--- config.mk ---
export PLATFORM = sky130hd
export DESIGN_NAME = regfile_debug_port
export DESIGN_NICKNAME = d
export VERILOG_FILES = /design/src/rtl/regfile_debug_port.sv
export SDC_FILE = /design/constraint.sdc
export NUM_CORES = 1
export LEC_CHECK = 0
export ABC_AREA = 1
export CAP_MARGIN = 25
export CORE_ASPECT_RATIO = 0.5
export CORE_UTILIZATION = 30
export DETAILED_ROUTE_END_ITERATION = 8
export MAX_ROUTING_LAYER = met4
export PLACE_DENSITY = 0.7
export SLEW_MARGIN = 10
export SYNTH_ARGS = -nofsm -noshare
export SYNTH_HDL_FRONTEND = slang
export SYNTH_SLANG_ARGS = --single-unit
--- constraint.sdc ---
create_clock -name clk -period 1.6 [get_ports clk]
set_input_delay 0.32 -clock clk [delete_from_list [all_inputs] [get_ports clk]]
set_output_delay 0.32 -clock clk [all_outputs]
set_load 0.05 [all_outputs]
--- src/rtl/regfile_debug_port.sv ---
// ---------------------------------------------------------------------------
// regfile_debug_port
//
// Debug initiator for a small register file. A command selects dump or load
// and a contiguous, wrapping range of register addresses. Dump streams the
// registers out on a valid/ready byte interface; load writes registers from
// an incoming valid/ready byte stream. While busy is high an external mux
// hands this block the register-file ports.
//
// Ports:
//   clk, rst                     clock (rising edge), async active-high reset
//   cmd_valid/cmd_ready          command handshake (ready only when idle)
//   cmd_op                       0 = dump, 1 = load
//   cmd_start                    first register address
//   cmd_count                    register count; 0 or > NUM_REGS means all
//   rf_read_addr/rf_read_data    register-file read port (combinational data)
//   rf_write_en/addr/data        registered register-file write port
//   dout_valid/dout_data/ready   dump byte stream
//   din_valid/din_data/ready     load byte stream
//   busy                         high whenever a command is in progress
//   done                         one-cycle pulse when a command completes
// ---------------------------------------------------------------------------
module regfile_debug_port #(
  parameter int NUM_REGS = 8,
  parameter int ADDR_W   = 3,
  parameter int DATA_W   = 8
) (
  input  logic              clk,
  input  logic              rst,
  input  logic              cmd_valid,
  output logic              cmd_ready,
  input  logic              cmd_op,
  input  logic [ADDR_W-1:0] cmd_start,
  input  logic [ADDR_W:0]   cmd_count,
  output logic [ADDR_W-1:0] rf_read_addr,
  input  logic [DATA_W-1:0] rf_read_data,
  output logic              rf_write_en,
  output logic [ADDR_W-1:0] rf_write_addr,
  output logic [DATA_W-1:0] rf_write_data,
  output logic              dout_valid,
  output logic [DATA_W-1:0] dout_data,
  input  logic              dout_ready,
  input  logic              din_valid,
  input  logic [DATA_W-1:0] din_data,
  output logic              din_ready,
  output logic              busy,
  output logic              done
);

  typedef enum logic [2:0] {
    S_IDLE      = 3'd0,
    S_DUMP_RD   = 3'd1,
    S_DUMP_WAIT = 3'd2,
    S_LOAD      = 3'd3,
    S_DONE      = 3'd4
  } state_t;

  localparam logic [ADDR_W:0]   L_FULL    = (ADDR_W+1)'(NUM_REGS);
  localparam logic [ADDR_W:0]   L_REM_ONE = (ADDR_W+1)'(1);
  localparam logic [ADDR_W-1:0] L_PTR_ONE = ADDR_W'(1);

  // A zero or oversized count means "sweep the whole file once".
  function automatic logic [ADDR_W:0] norm_count(input logic [ADDR_W:0] c);
    logic [ADDR_W:0] res;
    if ((c == '0) || (c > L_FULL)) begin
      res = L_FULL;
    end else begin
      res = c;
    end
    return res;
  endfunction

  state_t              r_state;
  state_t              w_state_nxt;
  logic [ADDR_W-1:0]   r_ptr;
  logic [ADDR_W-1:0]   w_ptr_nxt;
  logic [ADDR_W:0]     r_rem;
  logic [ADDR_W:0]     w_rem_nxt;
  logic                r_dout_valid;
  logic                w_dout_valid_nxt;
  logic [DATA_W-1:0]   r_dout_data;
  logic [DATA_W-1:0]   w_dout_data_nxt;
  logic                r_wr_en;
  logic                w_wr_en_nxt;
  logic [ADDR_W-1:0]   r_wr_addr;
  logic [ADDR_W-1:0]   w_wr_addr_nxt;
  logic [DATA_W-1:0]   r_wr_data;
  logic [DATA_W-1:0]   w_wr_data_nxt;

  // State and datapath registers; reset aborts any command in flight,
  // dropping a pending write strobe and any unacknowledged dump byte.
  always_ff @(posedge clk or posedge rst) begin
    if (rst) begin
      r_state      <= S_IDLE;
      r_ptr        <= '0;
      r_rem        <= '0;
      r_dout_valid <= 1'b0;
      r_dout_data  <= '0;
      r_wr_en      <= 1'b0;
      r_wr_addr    <= '0;
      r_wr_data    <= '0;
    end else begin
      r_state      <= w_state_nxt;
      r_ptr        <= w_ptr_nxt;
      r_rem        <= w_rem_nxt;
      r_dout_valid <= w_dout_valid_nxt;
      r_dout_data  <= w_dout_data_nxt;
      r_wr_en      <= w_wr_en_nxt;
      r_wr_addr    <= w_wr_addr_nxt;
      r_wr_data    <= w_wr_data_nxt;
    end
  end

  // Next-state and next-datapath logic for the command sequencer.
  always_comb begin
    w_state_nxt      = r_state;
    w_ptr_nxt        = r_ptr;
    w_rem_nxt        = r_rem;
    w_dout_valid_nxt = r_dout_valid;
    w_dout_data_nxt  = r_dout_data;
    w_wr_en_nxt      = 1'b0;
    w_wr_addr_nxt    = r_wr_addr;
    w_wr_data_nxt    = r_wr_data;
    case (r_state)
      S_IDLE: begin
        if (cmd_valid) begin
          w_ptr_nxt   = cmd_start;
          w_rem_nxt   = norm_count(cmd_count);
          w_state_nxt = cmd_op ? S_LOAD : S_DUMP_RD;
        end else begin
          w_state_nxt = S_IDLE;
        end
      end
      S_DUMP_RD: begin
        // Read data is combinational from rf_read_addr (= r_ptr).
        w_dout_data_nxt  = rf_read_data;
        w_dout_valid_nxt = 1'b1;
        w_state_nxt      = S_DUMP_WAIT;
      end
      S_DUMP_WAIT: begin
        if (dout_ready) begin
          w_dout_valid_nxt = 1'b0;
          w_ptr_nxt        = r_ptr + L_PTR_ONE;
          w_rem_nxt        = r_rem - L_REM_ONE;
          w_state_nxt      = (r_rem == L_REM_ONE) ? S_DONE : S_DUMP_RD;
        end else begin
          w_state_nxt = S_DUMP_WAIT;
        end
      end
      S_LOAD: begin
        if (din_valid) begin
          w_wr_en_nxt   = 1'b1;
          w_wr_addr_nxt = r_ptr;
          w_wr_data_nxt = din_data;
          w_ptr_nxt     = r_ptr + L_PTR_ONE;
          w_rem_nxt     = r_rem - L_REM_ONE;
          w_state_nxt   = (r_rem == L_REM_ONE) ? S_DONE : S_LOAD;
        end else begin
          w_state_nxt = S_LOAD;
        end
      end
      S_DONE: begin
        w_state_nxt = S_IDLE;
      end
      default: begin
        w_state_nxt      = S_IDLE;
        w_dout_valid_nxt = 1'b0;
      end
    endcase
  end

  // Status and handshake outputs are decoded straight from the state
  // register so that they fall together with reset.
  assign cmd_ready     = (r_state == S_IDLE);
  assign busy          = (r_state != S_IDLE);
  assign done          = (r_state == S_DONE);
  assign din_ready     = (r_state == S_LOAD);
  assign rf_read_addr  = r_ptr;
  assign dout_valid    = r_dout_valid;
  assign dout_data     = r_dout_data;
  assign rf_write_en   = r_wr_en;
  assign rf_write_addr = r_wr_addr;
  assign rf_write_data = r_wr_data;

endmodule

==> results_dict.tcl <==
set metrics [dict create \
    clock_sinks 31 \
    postRouteAntennaNets 0 \
    worst_slew_pin_slew_ns 0.271 \
    ir_drop_mv 1.24 \
    netlist_instances 171 \
    grt_pass1_wl_mm 5.91 \
    final_layout_size_suffix_gt1_frac 0.270 \
    start_util 0.324 \
    startpoint_type "register" \
    skew_ns 0.00265 \
    synthDistinctLibCells 20 \
    syn2layout_area_growth_pct 55.1 \
    ys_ff_latch 31 \
    cts.clk_slew.worst_paths_ns 0.07 \
    synth_top_flop_cell "dfrtp_1" \
    max_freq_mhz 644 \
    drc 0 \
    setup_ws_ns 0.0482 \
    path_max_fanout 5 \
    path_class "reg2out" \
    nets 268 \
    setup_tns_ns 0 \
    min_period_ns 1.55 \
    hold_buffers 0 \
    numCtsBuffers 5 \
    clock-root-buffer "clkbuf_8" \
    finalHoldViolCount 0 \
    setup_viol_count_final 0 \
    die_h_um 51.7 \
    row_count 17 \
    cts_tree "built" \
    post-place-ws_ns 0.0397 \
    end_kind "output port" \
    synth_top_cell_area_share 0.523 \
    crit_required_ns 1.28 \
    fillers 433 \
    grt-ovfl-total 0 \
    vias 1340 \
    finalCritPeriodShare 0.970 \
    avgSynthCellArea_um2 8.67 \
    routed_wl_mm 3.78 \
    ioPinCount 57 \
    p_leak_nw 1.15 \
    holdCritPathClass "in2async" \
    grt.total_usage 0.158 \
    synth_edf_count 0 \
    syn_nets 203 \
    slew_headroom 0.819 \
    chipWidth_um 101 \
    antenna_cells 0 \
    die_area_um2 5240 \
    clockBufferDepth 2 \
    timing.final.max_slew_violations 0 \
    yosys_warnings 0 \
    power_density_nw_per_um2 2470 \
    viasPerCell 4.42 \
    drtPass1Iterations 4 \
    synth_seq_area_share 0.523 \
    synthTopCellsByCount "nand2_1, dfrtp_1, nand3_1" \
    grt_max_degree 18 \
    wl_per_cell_um 12.5 \
    synth.area.top_cells "dfrtp_1, nand2_1, mux2_2, nand3_1, inv_1" \
    hpwlAfterDp_mm 2.87 \
    cp_data_arrival_time_ns 1.23 \
    htree_levels 2 \
    gp_congestion 0.839 \
    port_buffers 56 \
    clock_latency_ns 0.28 \
    coreArea_um2 4570 \
    antenna_found_initial 0 \
    synth_top_area_cell "dfrtp_1" \
    syn-cell-area_um2 1480 \
    run_status "complete, no violations" \
    initialDrtViolationCount 55 \
    async_reset_ff_frac 1.00 \
    yosysMostFrequentCell "nand2_1" \
    final_cells 303 \
    max_cap_violations 0 \
    dpl.cell_count 293 \
    grt_pass1_vias 1227 \
]
## routing by layer
| metal | up-vias | share of wire | track usage |
|---|---|---|---|
| met2 | 37 | 0.47 | 0.229 |
| met1 | 635 | 0.49 | 0.212 |
| met5 | - | 0 | - |
| met4 | 0 | 0.00079 | 0.0556 |
| met3 | 2 | 0.042 | 0.0457 |
| li1 | 666 | - | - |
## worst paths after layout
check,slack (ns),end,start,cells past startpoint
max in group asynchronous,1.02,r_state[0],rst,3
max,0.05,din_ready,r_state[2],3
max reg2reg,0.16,r_rem[3],r_state[1],7
min,0.35,rf_read_addr[0],rst,3
min in group clk,0.49,rf_write_data[1],rf_write_data[1],2
min reg2reg,0.49,rf_write_data[1],rf_write_data[1],2
## stage by stage
| step | total power [mW] | hold slack (ns) | instance area [um2] | util |
|---|---|---|---|---|
| after floorplan | 3.68 | 0.424 | 1490 | - |
| after CTS | 5.68 | 0.353 | 2270 | 0.497 |
| after global placement | 4.76 | 0.466 | 2140 | 0.469 |
| final | 5.68 | 0.351 | 2300 | 0.503 |
| after global routing | 6.03 | 0.375 | 2300 | 0.503 |
| after detailed placement | 4.83 | 0.469 | 2140 | 0.469 |
## flip-flops by register name (all words and copies together) (netlist names)
register and flops:
r_state 3, rf_write_en 1, rf_write_data 8, rf_read_addr 3, r_rem 4, rf_write_addr 3, dout_valid 1, dout_data 8
## kinds of logic after synthesis
kind of cell    after synthesis  share of synthesized area
compound gates                9                     0.0304
flops                        31                      0.523
xor+xnor                      1                    0.00591
simple gates                101                      0.296
buf+inv                      18                     0.0582
mux                           8                     0.0608
fa+ha+maj                     3                     0.0253
## cell type report
cell class / count / area [um2] / area share
tap: 66 / 82.6 / 0.0359
sequential: 31 / 778 / 0.338
clock inverter: 2 / 35.0 / 0.0152
timing repair buffer: 61 / 628 / 0.273
inverter: 15 / 60.1 / 0.0261
clock buffer: 6 / 82.6 / 0.0359
multi-input combinational: 122 / 633 / 0.275
## report_power, final
| group | internal [mW] | total (mW) | switching (mW) |
|---|---|---|---|
| registers | 1.16 | 1.48 | 0.315 |
| clock network | 0.504 | 0.817 | 0.313 |
| logic | 1.23 | 3.39 | 2.16 |
| total | 2.89 | 5.68 | 2.79 |
## repair_timing
item / CTS / global route
setup endpoints to repair: 3 / 2
buffers inserted: 0 / 2
pin swaps: 0 / 1
gates resized for setup: 4 / 0
## worst max-delay path: stages (launching register included)
cell and delay (ns):
dfrtp_2 0.46, buf_12 0.14, nor2_4 0.18, buf_12 0.16
## placed cells by master (no fill, tap or decap), types with 2 or more instances in the layout
| cell | netlist | final |
|---|---|---|
| nor2_4 | 3 | 4 |
| o21ai_0 | 7 | 7 |
| clkbuf_8 | 1 | 6 |
| nor2_1 | 4 | 2 |
| nand2_2 | 1 | 2 |
| inv_1 | 12 | 11 |
| dfrtp_2 | 0 | 2 |
| dfrtp_1 | 31 | 29 |
| nand2_1 | 74 | 73 |
| buf_12 | 0 | 8 |
| inv_2 | 3 | 3 |
| clkdlybuf4s50_1 | 0 | 28 |
| ha_1 | 3 | 3 |
| a21oi_1 | 2 | 2 |
| nand3_1 | 14 | 14 |
| nand4_1 | 2 | 2 |
| mux2_2 | 8 | 8 |
| buf_4 | 0 | 25 |
Note: power is estimated with default switching activity, not from simulation.
